--- src/rtl/csrsr_nest.sv ---
// mstatus/sstatus register with a hardware {MPIE,MPP} nesting stack so that
// nested M-mode trap handlers can mret without software saving mstatus.
module csrsr_nest #(
  parameter int XLEN        = 64,
  parameter int STACK_DEPTH = 4,
  parameter int S_SUPPORTED = 1,
  parameter int U_SUPPORTED = 1,
  parameter int F_SUPPORTED = 1
) (
  input  logic                             clk,
  input  logic                             reset,
  input  logic                             StallW,
  input  logic                             TrapM,
  input  logic [1:0]                       NextPrivilegeModeM,
  input  logic [1:0]                       PrivilegeModeW,
  input  logic                             mretM,
  input  logic                             sretM,
  input  logic                             WriteMSTATUSM,
  input  logic                             WriteSSTATUSM,
  input  logic                             FlushStackM,
  input  logic                             FRegWriteM,
  input  logic [XLEN-1:0]                  CSRWriteValM,
  output logic [XLEN-1:0]                  MSTATUS_REGW,
  output logic [XLEN-1:0]                  SSTATUS_REGW,
  output logic                             STATUS_MIE,
  output logic                             STATUS_SIE,
  output logic                             STATUS_MPIE,
  output logic                             STATUS_SPIE,
  output logic                             STATUS_SPP,
  output logic                             STATUS_MPRV,
  output logic [1:0]                       STATUS_MPP,
  output logic [1:0]                       STATUS_FS,
  output logic [$clog2(STACK_DEPTH+1)-1:0] NestDepth,
  output logic                             StackOverflow
);

  localparam int PW = $clog2(STACK_DEPTH);
  localparam int DW = $clog2(STACK_DEPTH+1);

  localparam logic [1:0]  SXL_VAL = (S_SUPPORTED != 0) ? 2'b10 : 2'b00;
  localparam logic [1:0]  UXL_VAL = (U_SUPPORTED != 0) ? 2'b10 : 2'b00;
  localparam logic [63:0] XL64    = {28'b0, SXL_VAL, UXL_VAL, 32'b0};
  localparam logic [XLEN-1:0] XL_BITS = (XLEN == 64) ? XLEN'(XL64) : '0;
  localparam logic [XLEN-1:0] SS_HIDE = XLEN'(32'h0002_1888);

  logic mie, sie, mpie, spie, spp, mprv;
  logic [1:0] mpp, fs;
  logic n_mie, n_sie, n_mpie, n_spie, n_spp, n_mprv;
  logic [1:0] n_mpp, n_fs;

  logic [2:0]    stack_mem [STACK_DEPTH];
  logic [PW-1:0] ptr, n_ptr, ptr_dec;
  logic [DW-1:0] depth, n_depth;
  logic          ovf, n_ovf;
  logic          push;
  logic [2:0]    pop_entry;
  logic          full;
  logic          unused_ok;

  // Upper write-data bits that map to no writable field are simply ignored.
  assign unused_ok = ^CSRWriteValM;

  function automatic logic mpp_legal(input logic [1:0] m);
    return (m == 2'b11) || (m == 2'b01 && S_SUPPORTED != 0) ||
           (m == 2'b00 && U_SUPPORTED != 0);
  endfunction

  assign ptr_dec   = ptr - PW'(1);
  assign pop_entry = stack_mem[ptr_dec];
  assign full      = (depth == DW'(STACK_DEPTH));

  // One event per cycle in fixed priority; unsupported fields are clamped last.
  always_comb begin
    n_mie   = mie;
    n_sie   = sie;
    n_mpie  = mpie;
    n_spie  = spie;
    n_spp   = spp;
    n_mprv  = mprv;
    n_mpp   = mpp;
    n_fs    = fs;
    n_ptr   = ptr;
    n_depth = depth;
    n_ovf   = ovf;
    push    = 1'b0;
    if (TrapM) begin
      if (NextPrivilegeModeM == 2'b11) begin
        push   = 1'b1;
        n_ptr  = ptr + PW'(1);
        n_mpie = mie;
        n_mie  = 1'b0;
        n_mpp  = PrivilegeModeW;
        if (full) n_ovf = 1'b1;
        else      n_depth = depth + DW'(1);
      end else if (NextPrivilegeModeM == 2'b01 && S_SUPPORTED != 0) begin
        n_spie = sie;
        n_sie  = 1'b0;
        n_spp  = PrivilegeModeW[0];
      end
    end else if (mretM) begin
      n_mie = mpie;
      if (mpp != 2'b11) n_mprv = 1'b0;
      if (depth != '0) begin
        n_mpie  = pop_entry[2];
        n_mpp   = pop_entry[1:0];
        n_ptr   = ptr_dec;
        n_depth = depth - DW'(1);
      end else begin
        n_mpie = 1'b1;
        n_mpp  = (U_SUPPORTED != 0) ? 2'b00 : 2'b11;
      end
    end else if (sretM) begin
      n_sie  = spie;
      n_spie = 1'b1;
      n_spp  = 1'b0;
      n_mprv = 1'b0;
    end else if (FlushStackM) begin
      n_depth = '0;
      n_ovf   = 1'b0;
    end else if (WriteMSTATUSM) begin
      n_mie  = CSRWriteValM[3];
      n_sie  = CSRWriteValM[1];
      n_mpie = CSRWriteValM[7];
      n_spie = CSRWriteValM[5];
      n_spp  = CSRWriteValM[8];
      n_mprv = CSRWriteValM[17];
      n_fs   = CSRWriteValM[14:13];
      if (mpp_legal(CSRWriteValM[12:11])) n_mpp = CSRWriteValM[12:11];
    end else if (WriteSSTATUSM) begin
      n_sie  = CSRWriteValM[1];
      n_spie = CSRWriteValM[5];
      n_spp  = CSRWriteValM[8];
      n_fs   = CSRWriteValM[14:13];
    end else if (FRegWriteM) begin
      n_fs = 2'b11;
    end
    if (S_SUPPORTED == 0) begin
      n_sie  = 1'b0;
      n_spie = 1'b0;
      n_spp  = 1'b0;
    end
    if (U_SUPPORTED == 0) n_mprv = 1'b0;
    if (F_SUPPORTED == 0) n_fs = 2'b00;
  end

  always_ff @(posedge clk) begin
    if (reset) begin
      mie   <= 1'b0;
      sie   <= 1'b0;
      mpie  <= 1'b0;
      spie  <= 1'b0;
      spp   <= 1'b0;
      mprv  <= 1'b0;
      mpp   <= 2'b00;
      fs    <= 2'b00;
      ptr   <= '0;
      depth <= '0;
      ovf   <= 1'b0;
    end else if (!StallW) begin
      mie   <= n_mie;
      sie   <= n_sie;
      mpie  <= n_mpie;
      spie  <= n_spie;
      spp   <= n_spp;
      mprv  <= n_mprv;
      mpp   <= n_mpp;
      fs    <= n_fs;
      ptr   <= n_ptr;
      depth <= n_depth;
      ovf   <= n_ovf;
    end
  end

  // Stack contents need no reset; when full the pointer already addresses the oldest entry.
  always_ff @(posedge clk) begin
    if (!reset && !StallW && push) stack_mem[ptr] <= {mpie, mpp};
  end

  always_comb begin
    MSTATUS_REGW         = XL_BITS;
    MSTATUS_REGW[1]      = sie;
    MSTATUS_REGW[3]      = mie;
    MSTATUS_REGW[5]      = spie;
    MSTATUS_REGW[7]      = mpie;
    MSTATUS_REGW[8]      = spp;
    MSTATUS_REGW[12:11]  = mpp;
    MSTATUS_REGW[14:13]  = fs;
    MSTATUS_REGW[17]     = mprv;
    MSTATUS_REGW[XLEN-1] = (fs == 2'b11);
  end

  assign SSTATUS_REGW  = MSTATUS_REGW & ~SS_HIDE;
  assign STATUS_MIE    = mie;
  assign STATUS_SIE    = sie;
  assign STATUS_MPIE   = mpie;
  assign STATUS_SPIE   = spie;
  assign STATUS_SPP    = spp;
  assign STATUS_MPRV   = mprv;
  assign STATUS_MPP    = mpp;
  assign STATUS_FS     = fs;
  assign NestDepth     = depth;
  assign StackOverflow = ovf;

endmodule

--- config.mk ---
export PLATFORM = sky130hd
export DESIGN_NAME = csrsr_nest
export DESIGN_NICKNAME = d
export VERILOG_FILES = /design/src/rtl/csrsr_nest.sv
export SDC_FILE = /design/constraint.sdc
export NUM_CORES = 1
export LEC_CHECK = 0
export CORE_ASPECT_RATIO = 0.8
export CORE_UTILIZATION = 32
export DETAILED_ROUTE_END_ITERATION = 6
export PLACE_DENSITY_LB_ADDON = 0.12
export SLEW_MARGIN = 30
export SYNTH_ARGS = -nofsm -noshare
export SYNTH_HDL_FRONTEND = slang
export SYNTH_SLANG_ARGS = --single-unit
--- constraint.sdc ---
create_clock -name clk -period 2.18 [get_ports clk]
set_input_delay 0.218 -clock clk [delete_from_list [all_inputs] [get_ports clk]]
set_output_delay 0.218 -clock clk [all_outputs]
set_load 0.01 [all_outputs]
==> flow_summary.json, run 1 <==
{
  "rrSetupSlack_ns": 0.32,
  "hold_ws_ns": 0.484,
  "synth_area_per_cell_um2": 8.83,
  "worst_slack_ns": 0.278,
  "cp.arrival_ns": 2.12,
  "vias_per_cell": 3.83,
  "synth.yosys.seq_area_share": 0.273,
  "nFillCells": 780,
  "io_buffers": 54,
  "setup_viol": 0,
  "place.gp.congestion": 0.707,
  "dp_cells": 430,
  "syn_to_final_growth_pct": 10.9,
  "hold_buffers": 0,
  "area.sequential_um2": 681,
  "synth.area.top_cells": "buf_4, edfxtp_1, dfxtp_1, ha_1, nor2_1",
  "power.density_nw_per_um2": 439,
  "whs_path_depth": 2,
  "cp_data_required_time_ns": 2.40,
  "cts-root-buf": "clkbuf_8",
  "synth.distinct_cells": 46,
  "cts-resized-gates": 0,
  "crit_fanout": 3,
  "p_leak_nw": 1.17,
  "final_antenna_net_count": 0,
  "fin_cells": 434,
  "synth_flop_cell": "dfxtp_1",
  "fmax_ghz": 0.526,
  "reg2reg_to": "STATUS_MPP[0]$_SDFFE_PP0P_",
  "antenna_found_initial": 0,
  "synth_top_area_cell": "buf_4",
  "design.core.area_um2": 7460,
  "clock_skew_ns": 0.00808,
  "outcome": "finished clean",
  "dp_worst_setup_slack_ns": -0.0143,
  "die_x_um": 101,
  "cts_tree": "done",
  "grt_remaining_overflow": 0,
  "wl_um": 4740,
  "grt_max_degree": 27,
  "die_y_um": 80.9,
  "wl_per_cell_um": 10.9,
  "dp_hpwl_um": 3790,
  "drc_errors": 0,
  "drtPass1Iterations": 4,
  "hold_viol": 0,
  "whs_endpoint": "STATUS_MPRV$_SDFFE_PP0P_",
  "initial_core_util": 0.334,
  "setup.worst_path.class": "in2reg",
  "min_path_type": "reg2reg",
  "ys_top_cells_by_count": "buf_4, nor2_1, dfxtp_1, edfxtp_1",
  "rsz0062_at_grt": "false",
  "synth_edf_count": 12,
  "async_reset_ff_frac": 0,
  "cp-start-kind": "input port",
  "final_layout_size_suffix_gt1_frac": 0.0790,
  "io_pins": 220,
  "routed-via-count": 1661,
  "rows": 28,
  "clock_latency_ns": 0.28,
  "end_kind": "flip-flop",
  "cts_inserted_buffers": 3,
  "syn_inst": 282,
  "yosysWarnings": 0,
  "grt_pass1_wl_um": 7140,
  "syn_area_um2": 2490,
  "timing.rr.start": "ptr[1]$_SDFFE_PP0P_",
  "nNetsFinal": 415,
  "min_period_over_period": 0.872,
  "insertedDiodeCount": 0,
  "htreeDepth": 1,
  "slew_viol_final": 0,
  "ys_seq_elements": 28,
  "yosysMostFrequentCell": "buf_4",
  "clkTransAtPathRegs_ns": 0.10,
  "peakVddDrop_mv": 0.232,
  "dieArea_um2": 8140,
  "track_usage": 0.115,
  "synth_top_area_frac": 0.383,
  "drtIter0Drc": 45,
  "layout_min_cycle_time_ns": 1.90,
  "power_w": 0.00121,
  "cts.sinks": 28,
  "hold_path.startpoint": "STATUS_MPRV$_SDFFE_PP0P_",
  "clock_path_buffers": 2,
  "maxCapViolCount": 0,
  "multi_input_area_um2": 1210,
  "cts_setup_buffers": 0,
  "grt_pass1_vias": 1409,
  "reg2reg_depth": 6
}
==> through the flow <==
stage / utilization / setup TNS [ns] / cell area (um^2)
5_1_grt: 0.370 / 0 / 2760
3_5_place_dp: 0.364 / -0.0143 / 2720
2_1_floorplan: - / 0 / 2900
3_3_place_gp: 0.364 / -0.00639 / 2720
6_report: 0.370 / 0 / 2760
4_1_cts: 0.370 / 0 / 2760
==> critical path: stages <==
cell and delay (ns):
clkdlybuf4s50_1 0.46, or3b_1 0.39, o311a_1 0.39, or4_1 0.51
a21oi_1 0.15
==> kinds of logic after synthesis <==
logic type / synth area share
AOI/OAI and AO/OA: 0.0920
xor gates and xnor gates: 0.00352
adders and majority gates: 0.0352
buffers and inverters: 0.405
DFF: 0.273
muxes: 0.0603
other: 0.00302
and+or+nand+nor: 0.128
==> cell usage in the layout (no fill, tap or decap), types with 3 or more instances in the layout <==
master and n:
a21oi_1 7, a22oi_1 5, and2_1 5, buf_4 13, clkbuf_8 3, clkdlybuf4s50_1 54
conb_1 111, dfxtp_1 16, edfxtp_1 12, ha_1 7, inv_1 4, mux2i_1 6
mux4_2 3, nand2_1 4, nand2b_1 3, nand3_1 3, nand3b_1 3, nor2_1 22
nor2b_1 5, nor3_1 6, o21ai_0 4
==> power by group <==
part	switching, W	internal, W	leakage, nW
registers	0.0000159	0.000559	0.237
clock network	0.000172	0.000131	0.0228
logic	0.000193	0.000140	0.914
total	0.000381	0.000831	1.17
==> sequential cells by signal, indices dropped and copies added (netlist names) <==
signal and flops:
STATUS_SIE 1, STATUS_MPRV 1, STATUS_MIE 1, STATUS_SPP 1, ptr 2, stack_mem 12
STATUS_SPIE 1, STATUS_MPP 2, STATUS_FS 2, StackOverflow 1, STATUS_MPIE 1, NestDepth 3
==> cell type report <==
class | instances | share of cell area
Clock buffer | 4 | 0.0163
Inverter | 4 | 0.00544
Multi-Input combinational cell | 224 | 0.439
Sequential cell | 28 | 0.246
Tap cell | 105 | 0.0476
Timing Repair Buffer | 69 | 0.246
==> worst max-delay path by stage <==
stage	from	end	slack, ns	cells past startpoint
2_1_floorplan	ptr[0]$_SDFFE_PP0P_	STATUS_MPP[0]$_SDFFE_PP0P_	0.30	6
3_3_place_gp	WriteMSTATUSM	STATUS_MPP[0]$_SDFFE_PP0P_	-0.006	5
3_5_place_dp	WriteMSTATUSM	STATUS_MPP[0]$_SDFFE_PP0P_	-0.01	5
4_1_cts	WriteMSTATUSM	STATUS_MPP[0]$_SDFFE_PP0P_	0.27	5
5_1_grt	ptr[1]$_SDFFE_PP0P_	STATUS_MPP[0]$_SDFFE_PP0P_	0.19	6
6_report	WriteMSTATUSM	STATUS_MPP[0]$_SDFFE_PP0P_	0.28	5
==> metal layers <==
layer	track usage	wire length (um)	vias to the layer above
met5	0	0	-
met4	0.0130	13	0
met3	0.0275	300	2
met2	0.182	2160	88
met1	0.163	2270	760
li1	-	-	811
Power figures use the tool's default switching activity.
==> run 2, diff against run 1 <==
--- a/config.mk
+++ b/config.mk
@@ -8,6 +8,7 @@
 export CORE_ASPECT_RATIO = 0.8
 export CORE_UTILIZATION = 32
 export DETAILED_ROUTE_END_ITERATION = 6
+export GPL_TIMING_DRIVEN = 0
 export PLACE_DENSITY_LB_ADDON = 0.12
 export SLEW_MARGIN = 30
 export SYNTH_ARGS = -nofsm -noshare
==> run 2 against run 1 <==
First-iteration DRC count rose to 2.8 times the previous value. Wire length up 13%. Non-clock buffer count up 119. Critical path type unchanged. Critical endpoint is now NestDepth[1]$_SDFFE_PP0P_.
==> flow_summary.json, run 2 (synthesis gave the netlist of run 1 again) <==
{
  "nFillCells": 765,
  "drtPass1Iterations": 4,
  "crit_fanout": 10,
  "final_antenna_net_count": 0,
  "min_period_over_period": 0.942,
  "power_w": 0.00135,
  "slew_viol_final": 0,
  "fin_area_um2": 3620,
  "dp_hpwl_um": 4510,
  "die_y_um": 80.9,
  "critPathBufInv": 3,
  "place_area_um2": 3560,
  "design.core.area_um2": 7460,
  "tns_ns": 0,
  "insertedDiodeCount": 0,
  "cts_tree": "done",
  "sw_frac_of_total": 0.298,
  "clock_path_buffers": 2,
  "grt_max_degree": 16,
  "antenna_found_initial": 0,
  "routed-via-count": 1940,
  "wl_per_cell_um": 9.67,
  "nNetsFinal": 534,
  "io_buffers": 53,
  "grt_pass1_wl_um": 8010,
  "fmax_ghz": 0.487,
  "cp_data_required_time_ns": 2.35,
  "fin_util": 0.485,
  "max_flop_register": "stack_mem",
  "pwr-share-clk": 0.216,
  "drtIter0Drc": 125,
  "slew_headroom": 0.632,
  "setup.worst_path.class": "in2reg",
  "maxCapViolCount": 0,
  "crit_family": "buffers and inverters",
  "setup_viol": 0,
  "wl_um": 5350,
  "sequentialPowerShare": 0.428,
  "cp.arrival_ns": 2.22,
  "cts_setup_buffers": 0,
  "cp-start-kind": "input port",
  "hold_buffers": 0,
  "power.density_nw_per_um2": 373,
  "final_common_cell": "buf_4",
  "clock_latency_ns": 0.27,
  "tightest_slew_ns": 0.552,
  "rows": 28,
  "min_path_type": "in2reg",
  "final_layout_size_suffix_gt1_frac": 0.324,
  "syn_to_final_growth_pct": 45.5,
  "outcome": "finished clean",
  "drc_errors": 0,
  "initial_core_util": 0.334,
  "track_usage": 0.125,
  "place.gp.congestion": 0.777,
  "rsz0062_at_grt": "false",
  "io_pins": 220,
  "grt_remaining_overflow": 0,
  "p_leak_nw": 1.80,
  "peakVddDrop_mv": 0.277,
  "grt_pass1_vias": 1579,
  "dieArea_um2": 8140,
  "largest_register_ffs": 12,
  "htreeDepth": 1,
  "internal_power_w": 0.000948,
  "cp_cell_sequence": "clkdlybuf4s50_1, buf_2, buf_1, a22oi_1, a21oi_1, mux2_2",
  "end_kind": "flip-flop",
  "combPwrFrac": 0.356,
  "slowest_delay_ns": 0.51,
  "switchingPower_w": 0.000403,
  "cp_slowest_cell": "clkdlybuf4s50_1",
  "layout_common_cells": "buf_4, conb_1, clkdlybuf4s50_1",
  "clkTransAtPathRegs_ns": 0.10,
  "layout_min_cycle_time_ns": 2.05,
  "hold_viol": 0,
  "clock_skew_ns": 0.00563,
  "vias_per_cell": 3.51,
  "cts.sinks": 28,
  "cts-root-buf": "clkbuf_8",
  "die_x_um": 101,
  "cts_inserted_buffers": 3
}
## run 2: final cells by class
cell class / instances / area, um^2 / area share
clock buffer: 3 / 41.3 / 0.0114
inverter: 4 / 15.0 / 0.00415
buffer: 135 / 995 / 0.275
clock inverter: 1 / 3.75 / 0.00104
multi-input combinational: 224 / 1220 / 0.338
timing repair buffer: 53 / 531 / 0.146
tap: 105 / 131 / 0.0363
sequential: 28 / 682 / 0.188
## run 2: final timing paths
check                           start                    endpoint  slack, ns  cells after the start
min reg2reg  STATUS_MPRV$_SDFFE_PP0P_    STATUS_MPRV$_SDFFE_PP0P_       0.48                      2
min                             sretM    STATUS_MPRV$_SDFFE_PP0P_       0.28                      4
max reg2reg       ptr[0]$_SDFFE_PP0P_  STATUS_MPP[0]$_SDFFE_PP0P_       0.17                      6
max                             TrapM   NestDepth[1]$_SDFFE_PP0P_       0.13                      6
## run 2: power groups by stage
| stage | logic [W] | registers (W) | clock network, W |
|---|---|---|---|
| after global routing | 0.000527 | 0.000582 | 0.000319 |
| after global placement | 0.000466 | 0.000590 | 0 |
| final | 0.000480 | 0.000578 | 0.000292 |
| after CTS | 0.000473 | 0.000579 | 0.000298 |
| after detailed placement | 0.000469 | 0.000591 | 0 |
| after floorplan | 0.000350 | 0.000590 | 0 |
## run 2: worst min-delay path: stages
cell and delay, ns:
buf_6 0.11, o31ai_1 0.08, nand2_1 0.06, a21oi_1 0.05
## run 2: per-stage QoR
step / setup slack [ns] / hold slack (ns) / cells
CTS: 0.145 / 0.284 / 553
detailed placement: -0.303 / 0.471 / 549
floorplan: 0.303 / 0.361 / 391
finish: 0.126 / 0.284 / 553
global route: 0.0331 / 0.303 / 553
global placement: -0.304 / 0.461 / 549
## run 2: what timing repair did
item | 4_1_cts | 5_1_grt
setup endpoints to repair | 4 | 5
cloned | 0 | 0
gates resized for setup | 3 | 4
pin swaps | 0 | 0
## run 2: metal layers
metal  track usage  wire length (um)  vias up
met3        0.0275               384        4
li1              -                 -     1048
met1         0.177              2530      799
met4        0.0159                56        0
met5             0                 0        -
met2         0.200              2370       89
==> run 3, diff against run 2 <==
--- a/config.mk
+++ b/config.mk
@@ -6,7 +6,8 @@
 export NUM_CORES = 1
 export LEC_CHECK = 0
 export CORE_ASPECT_RATIO = 0.8
-export CORE_UTILIZATION = 32
+export CORE_UTILIZATION = 29
+export CTS_BUF_LIST = sky130_fd_sc_hd__clkbuf_8 sky130_fd_sc_hd__clkbuf_16
 export DETAILED_ROUTE_END_ITERATION = 6
 export GPL_TIMING_DRIVEN = 0
 export PLACE_DENSITY_LB_ADDON = 0.12
==> constraint.sdc (replaced) <==
create_clock -name clk -period 1.7 [get_ports clk]
set_input_delay 0.17 -clock clk [delete_from_list [all_inputs] [get_ports clk]]
set_output_delay 0.17 -clock clk [all_outputs]
set_load 0.01 [all_outputs]
==> run 3 against run 2 <==
Via count up 1.6%. Sequential share of layout area is 0.25 points lower. Combinational power grew 34%. Non-clock buffer count grew 3. Clock skew down 0.0024 ns. First-iteration DRC count shrank 46%. Critical path type is now reg2reg. Sequential power increased by 28%. Clock power rose by 28%. Cell count increased by 1.1%. Total power grew 30%.
==> flow_summary.json, run 3 (synthesis gave the netlist of run 1 again) <==
{
  "antenna_found_initial": 0,
  "fin_util": 0.458,
  "multi_input_area_um2": 1270,
  "setup.worst_path.class": "reg2reg",
  "final_common_cell": "buf_4",
  "min_period_over_period": 0.962,
  "worst_slack_ns": 0.0645,
  "final_antenna_net_count": 0,
  "grt_max_degree": 16,
  "clock_skew_ns": 0.00324,
  "cp.arrival_ns": 1.84,
  "vias_per_cell": 3.53,
  "cts_inserted_buffers": 3,
  "outcome": "finished clean",
  "layout_common_cells": "buf_4, conb_1, clkdlybuf4s50_1",
  "rsz0062_at_grt": "false",
  "insertedDiodeCount": 0,
  "end_kind": "flip-flop",
  "cp_data_required_time_ns": 1.91,
  "nNetsFinal": 537,
  "switchingPower_w": 0.000524,
  "drc_errors": 0,
  "sequentialPowerShare": 0.422,
  "pwr-share-clk": 0.213,
  "hold_ws_ns": 0.238,
  "wl_per_cell_um": 9.78,
  "fin_area_um2": 3720,
  "drtPass1Iterations": 4,
  "power_w": 0.00175,
  "final_layout_size_suffix_gt1_frac": 0.364,
  "place_area_um2": 3580,
  "dp_worst_setup_slack_ns": -0.778,
  "sw_frac_of_total": 0.299,
  "slew_headroom": 0.627,
  "dieArea_um2": 8960,
  "min_path_type": "in2reg",
  "wl_um": 5470,
  "place.gp.congestion": 0.806,
  "slew_viol_final": 0,
  "clock_latency_ns": 0.27,
  "rows": 29,
  "clock_path_buffers": 2,
  "grt_pass1_vias": 1574,
  "cts.sinks": 28,
  "htreeDepth": 1,
  "io_buffers": 53,
  "design.core.area_um2": 8130,
  "internal_power_w": 0.00123,
  "nFillCells": 814,
  "syn_to_final_growth_pct": 49.3,
  "drtIter0Drc": 68,
  "io_pins": 220,
  "max_flop_register": "stack_mem",
  "setup_viol": 0,
  "largest_register_ffs": 12,
  "cp-start-kind": "flip-flop",
  "initial_core_util": 0.306,
  "cts_tree": "done",
  "die_x_um": 106,
  "combPwrFrac": 0.366,
  "hold_buffers": 0,
  "area.sequential_um2": 691,
  "tightest_slew_ns": 0.560,
  "dp_hpwl_um": 4490,
  "fmax_ghz": 0.611,
  "layout_min_cycle_time_ns": 1.64,
  "hold_viol": 0,
  "p_leak_nw": 1.85,
  "maxCapViolCount": 0,
  "power.density_nw_per_um2": 471,
  "hold_path.startpoint": "sretM",
  "track_usage": 0.115,
  "routed-via-count": 1971,
  "timing.rr.start": "ptr[0]$_SDFFE_PP0P_",
  "grt_pass1_wl_um": 8100,
  "cp-startpoint": "ptr[0]$_SDFFE_PP0P_",
  "clkTransAtPathRegs_ns": 0.10,
  "grt_remaining_overflow": 0,
  "crit_fanout": 4,
  "peakVddDrop_mv": 0.303,
  "cts-root-buf": "clkbuf_8",
  "die_y_um": 84.9
}
-- run 3: metal layers --
| metal | routed length, um | global-route usage | vias to the layer above |
|---|---|---|---|
| met2 | 2450 | 0.183 | 94 |
| li1 | - | - | 1055 |
| met3 | 479 | 0.0238 | 2 |
| met1 | 2520 | 0.164 | 820 |
| met4 | 15 | 0.0152 | 0 |
| met5 | 0 | 0 | - |
-- run 3: power by group through the flow --
stage	clock network, W	logic (W)	registers [W]
4_1_cts	0.000383	0.000629	0.000738
3_5_place_dp	0	0.000604	0.000757
2_1_floorplan	0	0.000453	0.000756
5_1_grt	0.000408	0.000698	0.000743
3_3_place_gp	0	0.000602	0.000756
6_report	0.000373	0.000641	0.000739
-- run 3: metrics by stage --
stage               setup TNS [ns]  std cells
floorplan                        0        391
global placement            -11.31        552
detailed placement          -11.13        552
CTS                              0        558
global route                     0        559
finish                           0        559
-- run 3: worst max-delay path, stage by stage (launching register included) --
cell	delay, ns
dfxtp_4	0.37
inv_2	0.05
ha_4	0.26
mux4_2	0.22
a311oi_1	0.07
or4_1	0.46
a21oi_1	0.15
-- run 3: cell type report --
type	instances	area share
Buffer	135	0.273
Clock buffer	3	0.0111
Clock inverter	1	0.00101
Inverter	4	0.00404
Multi-Input combinational cell	224	0.342
Sequential cell	28	0.186
Tap cell	108	0.0363
Timing Repair Buffer	56	0.147
-- run 3: what timing repair did --
item	4_1_cts	5_1_grt
buffers inserted	2	1
pin swaps	2	3
resized for setup	21	11
endpoints found under the setup margin	13	23
-- run 3: worst paths after layout --
check | end | slack [ns] | depth (start not counted)
worst min-delay path | STATUS_MPRV$_SDFFE_PP0P_ | 0.24 | 4
worst max register to register | STATUS_MPP[0]$_SDFFE_PP0P_ | 0.06 | 6
worst min register to register | STATUS_MPRV$_SDFFE_PP0P_ | 0.48 | 2
worst max-delay path | STATUS_MPP[0]$_SDFFE_PP0P_ | 0.06 | 6
